**config.mk**
```make
export PLATFORM = sky130hd
export DESIGN_NAME = rgmii_rx_deframer
export DESIGN_NICKNAME = d
export VERILOG_FILES = /design/src/rtl/rgmii_pkg.sv /design/src/rtl/rgmii_rx_stats.sv /design/src/rtl/rgmii_rx_deframer.sv
export SDC_FILE = /design/constraint.sdc
export NUM_CORES = 1
export LEC_CHECK = 0
export ABC_AREA = 1
export CAP_MARGIN = 20
export CORE_MARGIN = 2
export CORE_UTILIZATION = 35
export DETAILED_ROUTE_END_ITERATION = 8
export GPL_ROUTABILITY_DRIVEN = 0
export SYNTH_ARGS = -nofsm -noshare
export SYNTH_HDL_FRONTEND = slang
export SYNTH_SLANG_ARGS = --single-unit
```
**constraint.sdc**
```tcl
create_clock -name rgmii_rxclk -period 2.8 [get_ports rgmii_rxclk]
set_clock_uncertainty 0.15 [all_clocks]
set_input_delay 0.56 -clock rgmii_rxclk [delete_from_list [all_inputs] [get_ports rgmii_rxclk]]
set_output_delay 0.56 -clock rgmii_rxclk [all_outputs]
set_load 0.005 [all_outputs]
```
**src/rtl/rgmii_pkg.sv**
```systemverilog
// rtl/rgmii_pkg.sv - shared types and constants for the RGMII receive path
package rgmii_pkg;

    typedef enum logic [1:0] {
        DROP = 2'd0,
        IDLE = 2'd1,
        PRE  = 2'd2,
        DATA = 2'd3
    } rx_state_t;

    localparam logic [3:0] NIB_PRE = 4'h5;
    localparam logic [3:0] NIB_SFD = 4'hD;

    localparam int LEN_W = 16;
    localparam int CNT_W = 16;

endpackage

```
**src/rtl/rgmii_rx_stats.sv**
```systemverilog
// rtl/rgmii_rx_stats.sv - wrapping good/error frame counters
module rgmii_rx_stats
    import rgmii_pkg::*;
(
    input  logic             clk,
    input  logic             rst_n,
    input  logic             good_stb,
    input  logic             err_stb,
    output logic [CNT_W-1:0] good_cnt,
    output logic [CNT_W-1:0] err_cnt
);

    always_ff @(posedge clk or negedge rst_n) begin
        if (!rst_n) begin
            good_cnt <= '0;
            err_cnt  <= '0;
        end else begin
            if (good_stb)
                good_cnt <= good_cnt + CNT_W'(1);
            if (err_stb)
                err_cnt <= err_cnt + CNT_W'(1);
        end
    end

endmodule

```
**src/rtl/rgmii_rx_deframer.sv**
```systemverilog
// rtl/rgmii_rx_deframer.sv - RGMII nibble stream to framed byte stream with SFD pulse
module rgmii_rx_deframer
    import rgmii_pkg::*;
#(
    parameter int MIN_PRE_NIBBLES = 7,
    parameter int MAX_LEN         = 1522
) (
    input  logic             rgmii_rxclk,
    input  logic             rst_n,
    input  logic             rgmii_rxctrl,
    input  logic [3:0]       rgmii_rxdata,
    output logic [7:0]       rx_data,
    output logic             rx_valid,
    output logic             rx_sof,
    output logic             rx_eof,
    output logic             rx_err,
    output logic [LEN_W-1:0] frame_len,
    output logic             sfd_pulse,
    output logic [CNT_W-1:0] good_cnt,
    output logic [CNT_W-1:0] err_cnt
);

    localparam logic [3:0]       MIN_PRE = 4'(MIN_PRE_NIBBLES);
    localparam logic [LEN_W-1:0] MAX_L   = LEN_W'(MAX_LEN);

    rx_state_t        state;
    logic [3:0]       pre_cnt;
    logic             phase;
    logic [3:0]       low_nib;
    logic [7:0]       hold;
    logic             hold_vld;
    logic [LEN_W-1:0] byte_cnt;
    logic             good_stb;
    logic             err_stb;

    always_ff @(posedge rgmii_rxclk or negedge rst_n) begin
        if (!rst_n) begin
            state     <= DROP;
            pre_cnt   <= '0;
            phase     <= 1'b0;
            low_nib   <= '0;
            hold      <= '0;
            hold_vld  <= 1'b0;
            byte_cnt  <= '0;
            rx_data   <= '0;
            rx_valid  <= 1'b0;
            rx_sof    <= 1'b0;
            rx_eof    <= 1'b0;
            rx_err    <= 1'b0;
            frame_len <= '0;
            sfd_pulse <= 1'b0;
            good_stb  <= 1'b0;
            err_stb   <= 1'b0;
        end else begin
            rx_valid  <= 1'b0;
            rx_sof    <= 1'b0;
            rx_eof    <= 1'b0;
            rx_err    <= 1'b0;
            sfd_pulse <= 1'b0;
            good_stb  <= 1'b0;
            err_stb   <= 1'b0;
            case (state)
                DROP: begin
                    if (!rgmii_rxctrl)
                        state <= IDLE;
                end
                IDLE: begin
                    if (rgmii_rxctrl) begin
                        if (rgmii_rxdata == NIB_PRE) begin
                            state   <= PRE;
                            pre_cnt <= 4'd1;
                        end else begin
                            state   <= DROP;
                            err_stb <= 1'b1;
                        end
                    end
                end
                PRE: begin
                    if (!rgmii_rxctrl) begin
                        state <= IDLE;
                    end else if (rgmii_rxdata == NIB_PRE) begin
                        if (pre_cnt != 4'hF)
                            pre_cnt <= pre_cnt + 4'd1;
                    end else if (rgmii_rxdata == NIB_SFD && pre_cnt >= MIN_PRE) begin
                        state     <= DATA;
                        sfd_pulse <= 1'b1;
                        byte_cnt  <= '0;
                        phase     <= 1'b0;
                        hold_vld  <= 1'b0;
                    end else begin
                        state   <= DROP;
                        err_stb <= 1'b1;
                    end
                end
                DATA: begin
                    if (!rgmii_rxctrl) begin
                        // A dangling low nibble marks the frame bad but the held byte still goes out.
                        state    <= IDLE;
                        hold_vld <= 1'b0;
                        if (hold_vld) begin
                            rx_data   <= hold;
                            rx_valid  <= 1'b1;
                            rx_sof    <= (byte_cnt == LEN_W'(1));
                            rx_eof    <= 1'b1;
                            rx_err    <= phase;
                            frame_len <= byte_cnt;
                            good_stb  <= !phase;
                            err_stb   <= phase;
                        end else begin
                            err_stb <= 1'b1;
                        end
                    end else if (!phase) begin
                        low_nib <= rgmii_rxdata;
                        phase   <= 1'b1;
                    end else begin
                        phase    <= 1'b0;
                        hold     <= {rgmii_rxdata, low_nib};
                        hold_vld <= 1'b1;
                        byte_cnt <= (byte_cnt == '1) ? byte_cnt : byte_cnt + LEN_W'(1);
                        if (hold_vld) begin
                            rx_data  <= hold;
                            rx_valid <= 1'b1;
                            rx_sof   <= (byte_cnt == LEN_W'(1));
                        end
                        // Completing one byte past the limit closes the frame on the held byte.
                        if (byte_cnt == MAX_L) begin
                            rx_eof    <= 1'b1;
                            rx_err    <= 1'b1;
                            frame_len <= byte_cnt;
                            err_stb   <= 1'b1;
                            hold_vld  <= 1'b0;
                            state     <= DROP;
                        end
                    end
                end
                default: state <= DROP;
            endcase
        end
    end

    rgmii_rx_stats u_stats (
        .clk      (rgmii_rxclk),
        .rst_n    (rst_n),
        .good_stb (good_stb),
        .err_stb  (err_stb),
        .good_cnt (good_cnt),
        .err_cnt  (err_cnt)
    );

endmodule

```
==> results of run 1 <==
## cells by family (layout without fill, tap and decap cells)
logic type                 count (synthesis)  in the layout  share of synthesized area [%]
and+or+nand+nor                          359            359                          31.29
DFF                                       99             99                          49.96
buffers and inverters                     82            155                          6.964
AOI/OAI and AO/OA                         35             35                          3.659
xor gates and xnor gates                  29             29                          5.123
adders and majority gates                 11             11                          2.776
muxes                                      1              1                         0.2271
## routing by layer
layer,share of wire (%),vias up,routed length [um]
met2,48,73,5050
met4,1.8,0,194
met5,0,-,0
met3,3.8,13,403
li1,-,2073,-
met1,46,1950,4894
## power by group
part | switching [W] | internal (W)
combinational | 0.000186 | 0.000142
sequential | 0.0000831 | 0.00152
clock | 0.000536 | 0.000811
total | 0.000805 | 0.00247
## metrics by stage
stage          power (W)  cells  hold WS [ns]  utilization (%)  instance area, um^2
2_1_floorplan   0.001805    616        0.1144                -                 4959
3_3_place_gp    0.001944    852        0.3051            41.79                 5801
3_5_place_dp    0.001961    852        0.3105            41.79                 5801
4_1_cts         0.003318    869        0.3272            44.21                 6137
6_report        0.003278    869        0.3215            44.21                 6137
5_1_grt         0.003438    869        0.3537            44.21                 6137
## state kept, by name, summed over array words and instances (netlist names)
signal and count:
err_stb 1, sfd_pulse 1, rx_sof 1, rx_data 8, u_stats.err_cnt 16, u_stats.good_cnt 16, byte_cnt 16, hold_vld 1
rx_err 1, rx_valid 1, low_nib 4, frame_len 16, hold 8, rx_eof 1, phase 1, state 2
good_stb 1, pre_cnt 4
## path summary, 6_finish.rpt
path | slack [ns] | cells past startpoint | endpoint | startpoint
max | 0.62 | 9 | byte_cnt[1] | rgmii_rxctrl
min | 0.32 | 2 | frame_len[13] | frame_len[13]
max reg2reg | 0.65 | 10 | byte_cnt[1] | state[0]
min reg2reg | 0.32 | 2 | frame_len[13] | frame_len[13]
max in group asynchronous | 1.26 | 3 | rx_data[3] | rst_n
min in group asynchronous | 0.54 | 2 | u_stats.good_cnt[7] | rst_n
## Yosys cell counts (all sizes together)
library cell  count  area share [%]
nor2             71             5.9
nor3              5            0.50
inv              65             4.9
a21oi            12             1.3
nand2           216              17
dfrtp            99              50
o21bai            1            0.15
clkinv            2            0.15
nand3b            2            0.30
xnor2             9             1.6
nor4              1            0.13
xor2             20             3.5
o21ai            22             2.2
nand4            28             3.5
mux2              1            0.23
clkbuf            4            0.30
nand3            35             3.8
buf              11             1.6
ha               11             2.8
nor3b             1            0.15
## layout make-up
cell class | instances | area [um^2] | area share [%]
tap | 180 | 225.2 | 3.670
inverter | 67 | 251.5 | 4.098
multi-input combinational | 435 | 2136 | 34.80
clock buffer | 11 | 242.7 | 3.955
clock inverter | 5 | 83.83 | 1.366
sequential | 99 | 2477 | 40.37
timing repair buffer | 72 | 720.7 | 11.74
## tightest hold or removal path: stages, from the launching register on
cell,delay [ns]
dfrtp_1,0.34
nand2_1,0.05
nand2_1,0.04
==> metrics.csv, run 1 <==
stage,metric,value,unit
timing,setup ws final,0.6212,ns
cells_and_area,layout cells sized above 1,5.515,%
global_route,M1 GR Usage,18.96,%
logic_synthesis,cell area after synthesis,4959,um^2
setup_path,slowest cell on the critical path,clkdlybuf4s50_1,
setup_path,type of destination of the critical path,flip-flop,
flow_run,Max-Cap Viols,0,
timing,period utilization,77.82,%
timing,maximum clock rate,459.0,MHz
floorplanning,Die W,123.0,um
logic_synthesis,Seq cells post-synth,99,
worst_hold_path,worst min path class,reg2reg,
logic_synthesis,Gate Count Post-Synth,616,
place,port buffer count,67,
setup_path,Buf/Inv on CP,3,
logic_synthesis,Post-Syn Area per Cell,8.050,um^2
place,post-DP HPWL,7.670,mm
timing,final setup TNS,0,ns
setup_path,CP Cell Sequence,"clkdlybuf4s50_1, inv_1, o21ai_1, nand2_1, inv_1, nand2_2, nor2_4, nand2_1, nand2_1",
setup_path,CP most frequent cell,nand2_1,
global_route,most used routing layer,met2,
global_route,GRT Overall Usage,14.75,%
clock_tree,H-tree Lvls,3,
clock_tree,CTS hold repair buffers,1,
cells_and_area,Nets,702,
cells_and_area,"most common cell after layout, fill and taps aside",nand2_1,
logic_synthesis,Yosys cell types,30,
cells_and_area,total of fill cells in the finished design,1362,
global_route,vias in the first global route,3923,
floorplanning,die area,15140,um^2
clock_tree,root buffer cell,clkbuf_16,
route,Vias,4109,
timing,worst slew pin tran,0.5437,ns
route,Post-DRT Antenna Nets,0,
global_route,initial antenna violation count,0,
cells_and_area,Diodes inserted,0,
timing,"Min Clock Period, post-route",2.179,ns
global_route,met2 Track Usage GR,24.86,%
global_route,grt ovf,0,
global_route,largest net degree at the start of global routing,72,
setup_path,critical path type,in2reg,
route,vias per inst,4.728,
clock_tree,number of gates resized after CTS,0,
logic_synthesis,Ys Warns,0,
power,Power Dens Cells,534.2,nW/um^2
setup_path,Startpoint Class,primary input,
place,pre-CTS setup slack,0.2829,ns
floorplanning,Core Rows,43,
timing,slew margin rel.,63.65,%
cells_and_area,Layout area overhead,23.77,%
power,Worst VDD drop,0.3032,mV
floorplanning,Ports,68,
clock_tree,Clock Latency Late Sink,0.34,ns
timing,final setup violation count,0,
status,status,finished clean,
power,P_leak,2.945,nW
clock_tree,Worst-path clk slew,0.07,ns
logic_synthesis,Syn Nets,634,
global_route,met3 usage,2.491,%
route,wire per inst,12.13,um
clock_tree,CTS buffer count,9,
setup_path,WP data required,2.93,ns
timing,Final Max Tran Viols,0,
route,Starting DRT DRC Count,297,
clock_tree,CTS sink count,99,
setup_path,"Arr. time, crit path",2.30,ns
floorplanning,Die H,123.0,um
setup_path,Worst path top cell family by delay,buffers and inverters,
floorplanning,Initial Util,35.72,%
route,final wirelength,10.54,mm
logic_synthesis,register area share after synthesis,49.96,%
timing,Fin. Hold Viols,0,
floorplanning,core area,13880,um^2
timing,RSZ-0062 raised after global routing,false,
setup_path,Max stage delay on crit path,0.67,ns
setup_path,CP Max Fanout,16,
clock_tree,postcts setup bufs,0,
route,Pre-antenna DRT Iters,5,
cells_and_area,most frequent cells in the layout,"208 x nand2_1, 99 x dfrtp_1, 66 x nor2_1, 66 x clkdlybuf4s50_1, 63 x inv_1",
clock_tree,worst-case clock buffer depth,2,
global_route,first-pass GRT wire length,17.87,mm
route,DRC,0,
clock_tree,CTS tree,done,
Power figures use the tool's default switching activity.
==> run 2: changes to the inputs <==
- clock period: 2.8 -> 1.9 ns (I/O delays scaled with it)
==> run 2 against run 1 <==
Compared with the run above: worst setup slack worse by 0.56 ns; utilization up 1.8 points; sequential cell count unchanged; worst hold slack worse by 0.0051 ns; count of clock-buffer cells in the layout up 2; non-clock buffer count up 28; first-iteration DRC count down 34%; combinational power up 77%; cell area up 4.2%; sequential power up 48%.
==> metrics.csv, run 2 (synthesized netlist as in run 1, its figures left out) <==
stage,metric,value,unit
status,status,finished clean,
setup_path,Startpoint Class,flip-flop,
power,Worst VDD drop,0.5287,mV
floorplanning,Core Rows,43,
place,port buffer count,67,
setup_path,critical path type,reg2out,
route,vias per inst,4.691,
cells_and_area,area of the multi-input gates,2195,um^2
route,Pre-antenna DRT Iters,4,
setup_path,R2R setup slack,0.12,ns
setup_path,Max stage delay on crit path,0.54,ns
timing,slew margin rel.,68.34,%
global_route,first-pass GRT wire length,18.31,mm
global_route,initial antenna violation count,0,
power,P_leak,3.061,nW
global_route,largest net degree at the start of global routing,35,
setup_path,Buf/Inv on CP,1,
route,wire per inst,12.41,um
setup_path,reg2reg start,state[1],
global_route,grt ovf,0,
place,post-DP HPWL,8.083,mm
route,DRC,0,
route,Starting DRT DRC Count,197,
flow_run,Max-Cap Viols,0,
route,Vias,4208,
setup_path,FF-to-FF path depth,10,
floorplanning,Die H,123.0,um
clock_tree,H-tree Lvls,3,
power,Power Dens Cells,716.4,nW/um^2
cells_and_area,Layout area overhead,28.92,%
route,DR top layer,met4,
timing,maximum clock rate,543.3,MHz
timing,Fin. Hold Viols,0,
route,final wirelength,11.13,mm
timing,final setup violation count,0,
cells_and_area,sequential cell area,2484,um^2
timing,worst slew pin tran,0.4749,ns
floorplanning,Initial Util,35.72,%
floorplanning,core area,13880,um^2
timing,worst hold margin,0.3164,ns
place,pre-CTS setup slack,-0.1416,ns
global_route,GRT Overall Usage,15.45,%
setup_path,WP data required,1.37,ns
cells_and_area,Diodes inserted,0,
worst_hold_path,Hold Startpoint,hold[7],
cells_and_area,"most common cell after layout, fill and taps aside",nand2_1,
route,wire length on met2,5.287,mm
route,Post-DRT Antenna Nets,0,
floorplanning,Die W,123.0,um
cells_and_area,Nets,731,
setup_path,"Arr. time, crit path",1.31,ns
cells_and_area,most frequent cells in the layout,"207 x nand2_1, 94 x dfrtp_1, 66 x clkdlybuf4s50_1",
clock_tree,Worst-path clk slew,0.06,ns
timing,setup ws final,0.05946,ns
timing,RSZ-0062 raised after global routing,false,
floorplanning,die area,15140,um^2
setup_path,CP Cell Sequence,clkdlybuf4s50_1,
setup_path,CP Max Fanout,4,
clock_tree,CTS sink count,99,
route,Post-Route M1 WL,5.193,mm
timing,period utilization,96.87,%
route,met3 wire len,447,um
global_route,vias in the first global route,3939,
timing,final setup TNS,0,ns
clock_tree,worst-case clock buffer depth,2,
setup_path,Worst path top cell family by delay,buffers and inverters,
worst_hold_path,worst min path class,reg2reg,
clock_tree,CTS buffer count,9,
setup_path,type of destination of the critical path,output pin,
clock_tree,Clock Latency Late Sink,0.35,ns
setup_path,slowest cell on the critical path,clkdlybuf4s50_1,
clock_tree,root buffer cell,clkbuf_16,
timing,"Min Clock Period, post-route",1.841,ns
cells_and_area,total of fill cells in the finished design,1366,
setup_path,Worst R2R End,byte_cnt[5],
worst_hold_path,Hold Path End,rx_data[7],
cells_and_area,layout cells sized above 1,10.74,%
timing,Final Max Tran Viols,0,
floorplanning,Ports,68,
clock_tree,CTS tree,done,
worst_hold_path,hold path depth,2,
-- run 2: final cells by class --
cell class | instances | area share, %
Timing Repair Buffer | 100 | 15.35
Clock buffer | 13 | 3.758
Clock inverter | 2 | 0.2153
Tap cell | 180 | 3.523
Inverter | 67 | 3.973
Sequential cell | 99 | 38.85
Multi-Input combinational cell | 436 | 34.33
-- run 2: repair_timing --
action,in CTS,in global routing
setup buffers,0,1
endpoints found under the setup margin,0,24
resized for setup,0,19
endpoints found under the hold margin,31,0
hold buffers,1,0
-- run 2: how the worst max path moves through the flow --
stage	startpoint	to	slack (ns)	cells after the start
3_5_place_dp	rgmii_rxdata[3]	byte_cnt[12]	-0.14	10
5_1_grt	u_stats.err_cnt[5]	err_cnt[5]	0.00007	1
6_report	u_stats.err_cnt[0]	err_cnt[0]	0.06	1
2_1_floorplan	state[0]	byte_cnt[6]	0.09	13
3_3_place_gp	rgmii_rxdata[2]	byte_cnt[9]	-0.10	10
4_1_cts	state[0]	byte_cnt[12]	0.02	11
-- run 2: stage by stage --
step	total power [W]	cells	area, um^2	utilization [%]
2_1_floorplan	0.002660	616	4959	-
3_3_place_gp	0.002928	879	6053	43.61
3_5_place_dp	0.002955	879	6053	43.61
4_1_cts	0.004621	895	6317	45.51
5_1_grt	0.004820	897	6392	46.05
6_report	0.004579	897	6392	46.05
-- run 2: worst reg2reg max path: stages, from the launching register on --
cell     delay (ns)
dfrtp_1        0.44
ha_2           0.22
buf_4          0.14
o21ai_2        0.13
nand2_1        0.06
inv_1          0.09
nand2_4        0.08
nor2_4         0.13
buf_12         0.15
nand2_1        0.06
nand2_1        0.07
-- run 2: power breakdown --
part	total [W]	switching, W	internal (W)
clock	0.00163	0.000750	0.000883
combinational	0.000582	0.000304	0.000278
sequential	0.00236	0.000125	0.00224
-- run 2: layer usage --
metal / global-route usage (%) / vias up
met4: 6.818 / 0
li1: - / 2140
met3: 2.952 / 11
met1: 19.70 / 1981
met5: 0 / -
met2: 25.55 / 76
